===== src/rtl/complex_square_accum.sv =====
// Accumulates LEN squared complex samples into a full-precision sum, one result per block,
// with valid/ready on both sides. Define CPLX_ACC_MAG_EN to add the |re|+|im| output outMag.
module complex_square_accum #(
    parameter  int WIDTH = 8,
    parameter  int LEN   = 16,
    localparam int CNT_W = $clog2(LEN),
    localparam int ACC_W = 2*WIDTH + CNT_W
) (
    input  logic                    clk,
    input  logic                    rst,
    input  logic                    clr,
    input  logic                    in_valid,
    output logic                    in_ready,
    input  logic [2*WIDTH-1:0]      inReal,
    input  logic [2*WIDTH-1:0]      inImag,
    output logic                    out_valid,
    input  logic                    out_ready,
`ifdef CPLX_ACC_MAG_EN
    output logic [ACC_W:0]          outMag,
`endif
    output logic [ACC_W-1:0]        outReal,
    output logic [ACC_W-1:0]        outImag
);

    typedef enum logic [0:0] {
        ACCUM = 1'b0,
        DONE  = 1'b1
    } state_t;

    state_t             state_r;
    logic [ACC_W-1:0]   accReal_r;
    logic [ACC_W-1:0]   accImag_r;
    logic [CNT_W-1:0]   cnt_r;
    logic [ACC_W-1:0]   sumReal_s;
    logic [ACC_W-1:0]   sumImag_s;
    logic               lastSample_s;

`ifdef CPLX_ACC_MAG_EN
    // Two's-complement magnitude widened by one bit so the most negative value is representable.
    function automatic logic [ACC_W:0] absExt(input logic [ACC_W-1:0] v);
        logic [ACC_W:0] e;
        e = {v[ACC_W-1], v};
        if (v[ACC_W-1]) begin
            return ~e + (ACC_W+1)'(1);
        end else begin
            return e;
        end
    endfunction
`endif

    // Running sum including the current sample, inputs sign-extended to the accumulator width.
    always_comb begin
        sumReal_s    = accReal_r + {{CNT_W{inReal[2*WIDTH-1]}}, inReal};
        sumImag_s    = accImag_r + {{CNT_W{inImag[2*WIDTH-1]}}, inImag};
        lastSample_s = (cnt_r == CNT_W'(LEN-1));
    end

    // Block sequencer: accumulate in ACCUM, hold the result in DONE until the consumer takes it.
    always_ff @(posedge clk) begin
        if (rst) begin
            state_r   <= ACCUM;
            accReal_r <= '0;
            accImag_r <= '0;
            cnt_r     <= '0;
            in_ready  <= 1'b1;
            out_valid <= 1'b0;
            outReal   <= '0;
            outImag   <= '0;
`ifdef CPLX_ACC_MAG_EN
            outMag    <= '0;
`endif
        end else begin
            // clr only drops the partial block; a pending result in DONE is left intact.
            if (clr) begin
                accReal_r <= '0;
                accImag_r <= '0;
                cnt_r     <= '0;
            end
            case (state_r)
                ACCUM: begin
                    if (in_valid && !clr) begin
                        if (lastSample_s) begin
                            outReal   <= sumReal_s;
                            outImag   <= sumImag_s;
`ifdef CPLX_ACC_MAG_EN
                            outMag    <= absExt(sumReal_s) + absExt(sumImag_s);
`endif
                            accReal_r <= '0;
                            accImag_r <= '0;
                            cnt_r     <= '0;
                            out_valid <= 1'b1;
                            in_ready  <= 1'b0;
                            state_r   <= DONE;
                        end else begin
                            accReal_r <= sumReal_s;
                            accImag_r <= sumImag_s;
                            cnt_r     <= cnt_r + CNT_W'(1);
                        end
                    end
                end
                DONE: begin
                    if (out_ready) begin
                        out_valid <= 1'b0;
                        in_ready  <= 1'b1;
                        state_r   <= ACCUM;
                    end
                end
                default: begin
                    out_valid <= 1'b0;
                    in_ready  <= 1'b1;
                    state_r   <= ACCUM;
                end
            endcase
        end
    end

endmodule


===== config.mk =====
export PLATFORM = sky130hd
export DESIGN_NAME = complex_square_accum
export DESIGN_NICKNAME = d
export VERILOG_FILES = /design/src/rtl/complex_square_accum.sv
export SDC_FILE = /design/constraint.sdc
export NUM_CORES = 1
export LEC_CHECK = 0
export ABC_AREA = 1
export CORE_UTILIZATION = 30
export CTS_CLUSTER_DIAMETER = 80
export DETAILED_ROUTE_END_ITERATION = 6
export GPL_ROUTABILITY_DRIVEN = 1
export PLACE_DENSITY = 0.47
export SYNTH_ARGS = -nofsm -noshare
export SYNTH_HDL_FRONTEND = slang
export SYNTH_SLANG_ARGS = --single-unit

===== constraint.sdc =====
create_clock -name clk -period 4.5 [get_ports clk]
set_input_delay 0.45 -clock clk [delete_from_list [all_inputs] [get_ports clk]]
set_output_delay 0.45 -clock clk [all_outputs]
set_load 0.005 [all_outputs]

==> results of run 1 <==
[critical path: cells and delay by family]
kind	cells	cell delay, ps
buf+inv	4	1430
compound gates	2	520
simple gates	3	500
[cells by family after synthesis]
kind of cell    synth area share (%)
compound gates                 11.03
fa+ha+maj                      9.363
xor+xnor                       2.485
flops                          30.89
buf+inv                        10.76
simple gates                   35.48
[placed cells by master (no fill, tap or decap), types with 3 or more instances in the layout]
master / synthesis / layout
sky130_fd_sc_hd__nand3b_1: 5 / 5
sky130_fd_sc_hd__xnor2_1: 3 / 3
sky130_fd_sc_hd__nand2_1: 304 / 304
sky130_fd_sc_hd__or2_2: 4 / 4
sky130_fd_sc_hd__xor2_1: 13 / 13
sky130_fd_sc_hd__inv_1: 123 / 123
sky130_fd_sc_hd__nor2_1: 106 / 105
sky130_fd_sc_hd__and2_1: 5 / 5
sky130_fd_sc_hd__a21oi_1: 74 / 74
sky130_fd_sc_hd__o21ai_0: 25 / 25
sky130_fd_sc_hd__nand3_1: 60 / 60
sky130_fd_sc_hd__nand4_1: 4 / 4
sky130_fd_sc_hd__buf_4: 2 / 3
sky130_fd_sc_hd__clkbuf_16: 0 / 9
sky130_fd_sc_hd__dfxtp_1: 87 / 87
sky130_fd_sc_hd__clkdlybuf4s50_1: 0 / 77
sky130_fd_sc_hd__ha_1: 39 / 39
sky130_fd_sc_hd__a21o_1: 6 / 6
sky130_fd_sc_hd__o21ai_1: 6 / 6
[worst paths after layout]
check                             start                      end  slack, ps  cells after the start
hold reg to reg   in_ready$_SDFFE_PP1P_    in_ready$_SDFFE_PP1P_        450                      2
hold / removal    in_ready$_SDFFE_PP1P_    in_ready$_SDFFE_PP1P_        450                      2
setup reg to reg    cnt_r[0]$_SDFF_PP0_  outReal[9]$_SDFFE_PP0P_       1910                      8
setup / recovery                    clr  outReal[9]$_SDFFE_PP0P_       1830                      9
[layer usage]
layer / routed length (um) / vias to the layer above
met5: 0 / -
met4: 116 / 0
met3: 465 / 6
met2: 7667 / 72
met1: 7319 / 2452
li1: - / 2962
[cells in the mapped netlist, drive strengths merged, types with 5 or more instances]
master	instances
a21oi	74
buf	12
o21ai	31
nand3b	5
a21o	6
dfxtp	87
and2	5
nand2	305
nand3	60
inv	124
xor2	13
clkbuf	13
nor2	106
ha	39
[area by class of cell]
type                            count  share of cell area [%]
Sequential cell                    87                   25.28
Clock inverter                      5                  0.8535
Clock buffer                       11                   3.378
Inverter                          125                   6.828
Tap cell                          229                   4.158
Multi-Input combinational cell    667                   47.92
Timing Repair Buffer               81                   11.59
[power groups by stage]
| stage | registers, uW | logic, uW | clock network, uW |
|---|---|---|---|
| floorplan | 812 | 227 | 0 |
| global placement | 815 | 336 | 0 |
| detailed placement | 815 | 333 | 0 |
| CTS | 797 | 335 | 795 |
| global route | 799 | 380 | 826 |
| finish | 797 | 331 | 759 |
[flip-flops by register name (all words and copies together), names as in the netlist]
signal,flops
state_r,1
in_ready,1
outReal,20
outImag,20
cnt_r,4
out_valid,1
accReal_r,20
accImag_r,20
[through the flow]
step,cells,instance area [um^2]
floorplan,904,5639
global placement,1189,6599
detailed placement,1189,6599
CTS,1205,6890
global route,1205,6890
finish,1205,6890
==> results.cfg, run 1 <==
[logic_synthesis]
synth.yosys.seq_area_share_pct = 30.89
async_reset_ff_share_pct = 0
syn_inst = 904
dominant_cells_by_area_after_synthesis = sky130_fd_sc_hd__dfxtp_1 (31%), sky130_fd_sc_hd__nand2_1 (20%), sky130_fd_sc_hd__ha_1 (8.7%), sky130_fd_sc_hd__inv_1 (8.2%), sky130_fd_sc_hd__nor2_1 (7.1%)
synth-warning-count = 0
flops_latches_synth = 87
yosys.cell_types.count = 33
post_synth_instance_area_um2 = 5639
mappedNetlistNets = 982
area_leader_netlist = sky130_fd_sc_hd__dfxtp_1
post_synth_edffs = 0
syn_area_per_cell_um2 = 6.238
most_used_flip_flop_cell_after_synthesis = sky130_fd_sc_hd__dfxtp_1
synth_top_area_share_pct = 30.89

[grt]
overflow = 0
globalRouteMet2Util_pct = 30.14
groute.layer.met3.usage_pct = 3.384
via_count_of_the_first_global_routing_pass = 5409
groute.layer.met1.usage_pct = 20.93
global_route.peak_usage_layer = met2
maximum_number_of_pins_on_one_net_before_global_route_repair = 60
globalRouteTotalUtil_pct = 17.00
grt_first_pass_wirelength_um = 26290
grt_antenna_before_repair = 0

[timing]
report.final.setup_viol = 0
period_minus_slack_ps = 2674
fin_crit_sh_pct = 59.43
timing_max_transition_violations_final = 0
worst_slew_margin_rel_pct = 37.47
worstMarginPinSlew_ps = 937.9
post_route_hold_slack_ps = 453.6
grt_setup_unrepaired = false
finalClockSkew_ps = 9.753
final-hold-violation-count = 0
max_clock_freq_ghz = 0.3739
timing.final.ws_setup_ps = 1826
totalNegativeSetupSlack_ps = 0

[pwr]
p_sw_share_pct = 28.93
maximum_vdd_drop_mv = 0.1760
totalPowerFinal_uw = 1888
share_clk_of_total_power_pct = 40.2
lkg_pwr_uw = 0.003514
power.density_nw_per_um2 = 274.0
power.net_switching_uw = 546.1
cellInternalPower_uw = 1342
combPwrFrac_pct = 17.5
power.sequential.fraction_pct = 42.2

[floorplanning]
die_h_um = 139.1
floorplan.die.width_um = 139.1
std_cell_rows = 49
core_area_um2 = 18210
initial_utilization_pct = 30.97
ioPinCount = 79
die-area_um2 = 19350

[drt]
drt-pass1-iter-count = 6
route.detailed.wl_per_inst_um = 12.92
vias = 5492
postRouteWirelength_um = 15570
via_per_inst = 4.558
detailedRoute.firstIterationViolations = 238
route.detailed.drc = 3
count_of_antenna_violating_nets_left_after_detailed_routing = 0

[critical_path]
cpPeakStageDelay_ps = 750
crit_slowest_cell = sky130_fd_sc_hd__clkinv_2
critical_path.max_fanout = 59
ordered_cell_list_for_the_critical_path = clkdlybuf4s50_1 -> nor3_2 -> inv_2 -> nor3_4 -> nand2_2 -> clkinv_2 -> o21ai_0 -> a21o_1 -> inv_1
ws_path_type = in2reg
crit_arrival_ps = 2930
cp-end-kind = flip-flop
worst_setup_path_start_kind = primary input
worst-endpoint-required_ps = 4750

[cells_and_area]
multi_input_comb_area_um2 = 3302
areaGrowthSynthToFinish_pct = 22.19
regArea_um2 = 1742
drive_above_1_share_pct = 3.074
insertedDiodeCount = 0
utilization_pct = 37.84
number_of_fillers_in_the_final_layout = 1982
design.final.nets = 1049

[placement]
detailed_place_hpwl_um = 11550
pre_cts_slack_ps = 1388
globalplace.congestion = 0.8350
port_buffers = 78

[clock_network]
cts_hold_repair.buffers = 0
root_buffer = sky130_fd_sc_hd__clkbuf_16
cts_resized = 0
tritoncts = done
clock_latency_ps = 350
clockBufferDepth = 2
cts.htree.levels = 3
cts_setup_buffers = 0
clkTransAtPathRegs_ps = 70
total_clock_buffers_created_by_cts = 9
sinks_on_the_clock_net = 87

[outcome]
run_status = complete, but fails checks
violations = design-rule violations

[hold_path]
hold_path.class = reg2reg

[run]
maxcap_viol_count = 0
No activity file was read; power rests on OpenSTA's default activity.
==> run 2, diff against run 1 <==
--- a/config.mk
+++ b/config.mk
@@ -10,7 +10,7 @@
 export CTS_CLUSTER_DIAMETER = 80
 export DETAILED_ROUTE_END_ITERATION = 6
 export GPL_ROUTABILITY_DRIVEN = 1
-export PLACE_DENSITY = 0.47
+export PLACE_DENSITY = 0.49
 export SYNTH_ARGS = -nofsm -noshare
 export SYNTH_HDL_FRONTEND = slang
 export SYNTH_SLANG_ARGS = --single-unit
==> constraint.sdc (replaced) <==
create_clock -name clk -period 2.41 [get_ports clk]
set_input_delay 0.241 -clock clk [delete_from_list [all_inputs] [get_ports clk]]
set_output_delay 0.241 -clock clk [all_outputs]
set_load 0.005 [all_outputs]
==> run 2 against run 1 <==
- largest power group is now the clock network
- sequential cell count stayed put
- sequential power is 87% higher
- highest routed layer unchanged
- the flow still finishes with violations (design-rule violations)
- clock power is 98% higher
- power is 91% higher
- register-to-register slack worse by 1500 ps
- design area is 1.9% higher
- critical path type unchanged
- cell count is 0.83% higher
- via count is 1.2% higher
==> results.cfg, run 2 (synthesis gave the netlist of run 1 again) <==
[clock_network]
root_buffer = sky130_fd_sc_hd__clkbuf_16
cts_setup_buffers = 0
clock_latency_ps = 350
cts.htree.levels = 3
cts_hold_repair.buffers = 0
clkTransAtPathRegs_ps = 60
cts_resized = 0
tritoncts = done
total_clock_buffers_created_by_cts = 9
clockBufferDepth = 2
sinks_on_the_clock_net = 87

[placement]
port_buffers = 78
detailed_place_hpwl_um = 11870
pre_cts_slack_ps = 17.42
globalplace.congestion = 0.8543

[timing]
timing_max_transition_violations_final = 0
fin_crit_sh_pct = 83.33
report.final.setup_viol = 0
totalNegativeSetupSlack_ps = 0
period_minus_slack_ps = 2008
final-hold-violation-count = 0
grt_setup_unrepaired = false
finalClockSkew_ps = 6.486
post_route_hold_slack_ps = 254.8
timing.final.ws_setup_ps = 401.7
worst_slew_margin_rel_pct = 67.67
worstMarginPinSlew_ps = 484.4
max_clock_freq_ghz = 0.4979

[pwr]
power.density_nw_per_um2 = 514.6
power.sequential.fraction_pct = 41.2
cellInternalPower_uw = 2601
p_sw_share_pct = 28.03
lkg_pwr_uw = 0.003587
maximum_vdd_drop_mv = 0.3392
share_clk_of_total_power_pct = 41.4
power.net_switching_uw = 1013
combPwrFrac_pct = 17.3

[drt]
detailedRoute.firstIterationViolations = 338
postRouteWirelength_um = 15660
via_per_inst = 4.573
vias = 5556
count_of_antenna_violating_nets_left_after_detailed_routing = 0
drt-pass1-iter-count = 7
route.detailed.drc = 5
route.detailed.wl_per_inst_um = 12.88

[critical_path]
ordered_cell_list_for_the_critical_path = clkdlybuf4s50_1 -> ha_1 -> fa_1 -> nand3_1 -> nand3_1 -> nand2_1 -> nand2_1 -> nand2_1 -> nand3b_1 -> nand2_1 -> a21o_1 -> inv_1
cpPeakStageDelay_ps = 440
worst_r2r_startpoint = accReal_r[0]$_SDFF_PP0_
reg2regPathDepth = 11
r2r_setup_slack_ps = 420
crit_top_cell = sky130_fd_sc_hd__nand2_1
rr_endpoint = outReal[8]$_SDFFE_PP0P_
crit_slowest_cell = sky130_fd_sc_hd__clkdlybuf4s50_1
worst_setup_path_start_kind = primary input
crit_arrival_ps = 2260
worst-endpoint-required_ps = 2670
ws_path_type = in2reg
critical_path.max_fanout = 3
cp-end-kind = flip-flop

[cells_and_area]
design.final.nets = 1059
drive_above_1_share_pct = 4.057
layout_common_cells = sky130_fd_sc_hd__nand2_1 (304), sky130_fd_sc_hd__inv_1 (123), sky130_fd_sc_hd__nor2_1 (105)
insertedDiodeCount = 0
utilization_pct = 38.57
layout_commonest_cell = sky130_fd_sc_hd__nand2_1
areaGrowthSynthToFinish_pct = 24.54

[grt]
grt_first_pass_wirelength_um = 26310
grt_antenna_before_repair = 0
via_count_of_the_first_global_routing_pass = 5457
overflow = 0
maximum_number_of_pins_on_one_net_before_global_route_repair = 43
globalRouteTotalUtil_pct = 17.10

[floorplanning]
std_cell_rows = 49
initial_utilization_pct = 30.97
die_h_um = 139.1
die-area_um2 = 19350
floorplan.die.width_um = 139.1
core_area_um2 = 18210
ioPinCount = 79

[hold_path]
hold_depth = 2
hold_path.class = in2reg
hp-start = rst
hold-path-endpoint = state_r$_SDFF_PP0_

[run]
maxcap_viol_count = 0

[outcome]
violations = design-rule violations
run_status = complete, but fails checks
-- run 2: cell count changes in the layout (fill, tap and decap cells not counted) --
| cell | delta |
|---|---|
| sky130_fd_sc_hd__clkinvlp_4 | -1 |
| sky130_fd_sc_hd__clkinv_2 | -1 |
| sky130_fd_sc_hd__clkbuf_8 | +3 |
| sky130_fd_sc_hd__buf_12 | +3 |
| sky130_fd_sc_hd__clkinv_4 | -1 |
| sky130_fd_sc_hd__buf_4 | +7 |
-- run 2: critical path: cells and delay by family --
kind | cells | cell delay, ps
adders and majority gates | 2 | 710
and+or+nand+nor | 7 | 740
buffers and inverters | 2 | 470
AOI/OAI and AO/OA | 1 | 100
-- run 2: per-stage QoR --
| stage | total power (uW) | std cells | instance area, um^2 |
|---|---|---|---|
| detailed placement | 2155 | 1199 | 6711 |
| floorplan | 1941 | 904 | 5639 |
| CTS | 3673 | 1215 | 7023 |
| global placement | 2157 | 1199 | 6711 |
| global route | 3813 | 1215 | 7023 |
| finish | 3614 | 1215 | 7023 |
-- run 2: final cells by class --
class | count | area (um^2)
fill | 1986 | 11190
multi-input combinational | 667 | 3302
sequential | 87 | 1742
timing repair buffer | 91 | 910.9
inverter | 125 | 470.5
tap | 229 | 286.5
clock buffer | 14 | 274.0
clock inverter | 2 | 37.54
-- run 2: how the worst max path moves through the flow --
stage | startpoint | endpoint | slack (ps) | cells past startpoint
6_report | inImag[0] | outImag[12]$_SDFFE_PP0P_ | 400 | 12
5_1_grt | accReal_r[0]$_SDFF_PP0_ | outReal[8]$_SDFFE_PP0P_ | 230 | 11
4_1_cts | inImag[0] | outImag[16]$_SDFFE_PP0P_ | 380 | 13
3_5_place_dp | inImag[0] | outImag[16]$_SDFFE_PP0P_ | 20 | 13
3_3_place_gp | inImag[0] | outImag[16]$_SDFFE_PP0P_ | 40 | 13
2_1_floorplan | accReal_r[0]$_SDFF_PP0_ | outReal[8]$_SDFFE_PP0P_ | 560 | 11
-- run 2: metal layers --
layer | GRT usage (%) | vias up | wire length (um)
met5 | 0 | - | 0
met4 | 4.561 | 0 | 186
met3 | 3.246 | 12 | 498
met2 | 31.13 | 64 | 7653
met1 | 20.41 | 2492 | 7316
li1 | - | 2988 | -
-- run 2: power by group through the flow --
| stage | registers, uW | logic, uW | clock network, uW |
|---|---|---|---|
| after floorplan | 1520 | 424 | 0 |
| after global placement | 1520 | 635 | 0 |
| after detailed placement | 1520 | 633 | 0 |
| after CTS | 1490 | 637 | 1550 |
| after global routing | 1490 | 718 | 1600 |
| final | 1490 | 627 | 1500 |
==> run 3, diff against run 2 <==
--- a/config.mk
+++ b/config.mk
@@ -10,7 +10,7 @@
 export CTS_CLUSTER_DIAMETER = 80
 export DETAILED_ROUTE_END_ITERATION = 6
 export GPL_ROUTABILITY_DRIVEN = 1
-export PLACE_DENSITY = 0.49
+export PLACE_DENSITY = 0.47
 export SYNTH_ARGS = -nofsm -noshare
 export SYNTH_HDL_FRONTEND = slang
 export SYNTH_SLANG_ARGS = --single-unit
==> constraint.sdc (replaced) <==
create_clock -name clk -period 1.9 [get_ports clk]
set_input_delay 0.19 -clock clk [delete_from_list [all_inputs] [get_ports clk]]
set_output_delay 0.19 -clock clk [all_outputs]
set_load 0.005 [all_outputs]
==> run 3 against run 2 <==
- the flow still finishes with violations (design-rule violations)
- hold slack gained 46 ps
- power grew 28%
- register-to-register slack lost 310 ps
- sequential share of layout area shrank 2.9 points
- setup slack lost 300 ps
- first-iteration DRC count shrank 46%
- critical path type is now reg2reg
==> results.cfg, run 3 (synthesis gave the netlist of run 1 again) <==
[floorplanning]
core_area_um2 = 18210
ioPinCount = 79
floorplan.die.width_um = 139.1
die_h_um = 139.1
std_cell_rows = 49
initial_utilization_pct = 30.97
die-area_um2 = 19350

[drt]
postRouteWirelength_um = 16240
route.detailed.drc = 3
count_of_antenna_violating_nets_left_after_detailed_routing = 0
drt-pass1-iter-count = 6
detailedRoute.firstIterationViolations = 184
route.detailed.wl_per_inst_um = 12.57
via_per_inst = 4.537
vias = 5862

[outcome]
run_status = complete, but fails checks
violations = design-rule violations

[critical_path]
crit_arrival_ps = 2040
worst_setup_path_start_kind = flip-flop
worst-endpoint-required_ps = 2150
critical_path.max_fanout = 4
r2r_setup_slack_ps = 110
reg2regPathDepth = 11
cp-end-kind = flip-flop
ws_path_type = reg2reg

[grt]
global_route.peak_usage_layer = met2
via_count_of_the_first_global_routing_pass = 5659
grt_antenna_before_repair = 0
overflow = 0
globalRouteTotalUtil_pct = 17.34
grt_first_pass_wirelength_um = 26890
globalRouteMet2Util_pct = 31.82
groute.layer.met1.usage_pct = 20.91
maximum_number_of_pins_on_one_net_before_global_route_repair = 74
groute.layer.met3.usage_pct = 2.693

[timing]
period_minus_slack_ps = 1795
grt_setup_unrepaired = true
worst_slew_margin_rel_pct = 73.58
fin_crit_sh_pct = 94.47
totalNegativeSetupSlack_ps = 0
finalClockSkew_ps = 9.065
timing_max_transition_violations_final = 0
max_clock_freq_ghz = 0.5571
report.final.setup_viol = 0
worstMarginPinSlew_ps = 395.7
final-hold-violation-count = 0

[cells_and_area]
layout_common_cells = sky130_fd_sc_hd__nand2_1 (297), sky130_fd_sc_hd__inv_1 (123), sky130_fd_sc_hd__nor2_1 (98)
drive_above_1_share_pct = 16.09
insertedDiodeCount = 0
design.final.nets = 1138
layout_commonest_cell = sky130_fd_sc_hd__nand2_1
areaGrowthSynthToFinish_pct = 40.85
final_area_um2 = 7943
utilization_pct = 43.62

[clock_network]
sinks_on_the_clock_net = 87
clkTransAtPathRegs_ps = 70
cts.htree.levels = 3
cts_hold_repair.buffers = 0
tritoncts = done
root_buffer = sky130_fd_sc_hd__clkbuf_16
clock_latency_ps = 350
clockBufferDepth = 2
total_clock_buffers_created_by_cts = 9

[placement]
postPlaceCellArea_um2 = 7352
globalplace.congestion = 0.8175
detailed_place_hpwl_um = 12140
port_buffers = 78

[run]
maxcap_viol_count = 0

[hold_path]
hold_depth = 5
hold_path.class = in2reg

[pwr]
power.density_nw_per_um2 = 583.4
lkg_pwr_uw = 0.004026
maximum_vdd_drop_mv = 0.4179
[run 3: changes by cell type in the layout (fill, tap and decap cells not counted), sizes merged]
cell,change
bufinv,-1
clkinv,+1
clkbuf,-3
dlymetal6s2s,+2
clkinvlp,+1
buf,+79
clkdlybuf4s50,-2
[run 3: power by group]
part / internal, uW / switching [uW] / total (uW)
Clock: 942 / 764 / 1710
Combinational: 484 / 549 / 1030
Sequential: 1860 / 30.3 / 1890
Total: 3290 / 1340 / 4630
[run 3: final timing paths]
| path | startpoint | endpoint |
|---|---|---|
| worst max-delay path | accReal_r[0]$_SDFF_PP0_ | outReal[8]$_SDFFE_PP0P_ |
| worst min-delay path | rst | outImag[12]$_SDFFE_PP0P_ |
| worst max register to register | accReal_r[0]$_SDFF_PP0_ | outReal[8]$_SDFFE_PP0P_ |
| worst min register to register | in_ready$_SDFFE_PP1P_ | in_ready$_SDFFE_PP1P_ |
[run 3: layout make-up]
type	count	area [um^2]
fillers	1957	10270
multi-input cells	667	3600
flip-flops and latches	87	1742
repair buffers	170	1572
inverters	125	470.5
well taps	229	286.5
clock buffers	11	252.7
clock inverters	3	20.02
[run 3: routing by layer]
layer  share of wire [%]  vias to the layer above
li1                    -                     3145
met1                  47                     2649
met2                  50                       55
met3                 2.2                       13
met4                 1.1                        0
met5                   0                        -
[run 3: worst max-delay path, cell delays in order (launching register included)]
cell and delay [ps]:
sky130_fd_sc_hd__dfxtp_1 320, sky130_fd_sc_hd__ha_2 180, sky130_fd_sc_hd__fa_2 350, sky130_fd_sc_hd__nand3_1 90
sky130_fd_sc_hd__nand3_2 100, sky130_fd_sc_hd__nand2_2 70, sky130_fd_sc_hd__nand2_2 60, sky130_fd_sc_hd__or2_2 280
sky130_fd_sc_hd__nand2_1 60, sky130_fd_sc_hd__nand2_1 40, sky130_fd_sc_hd__o211ai_1 70, sky130_fd_sc_hd__inv_1 50
[run 3: metrics by stage]
step / cells / setup slack (ps) / power (uW) / hold slack [ps]
after floorplan: 904 / 49.56 / 2462 / 333.3
after global placement: 1276 / -359.0 / 2900 / 439.0
after detailed placement: 1276 / -362.9 / 2897 / 440.7
after CTS: 1290 / 19.25 / 4645 / 291.2
after global routing: 1292 / -33.94 / 4893 / 337.2
final: 1292 / 105.0 / 4634 / 300.5
[run 3: repair_timing]
action | CTS | global route
endpoints found under the hold margin | 0 | 0
setup buffers | 0 | 2
setup endpoints to repair | 2 | 52
pin swaps | 1 | 4
gates resized for setup | 2 | 53
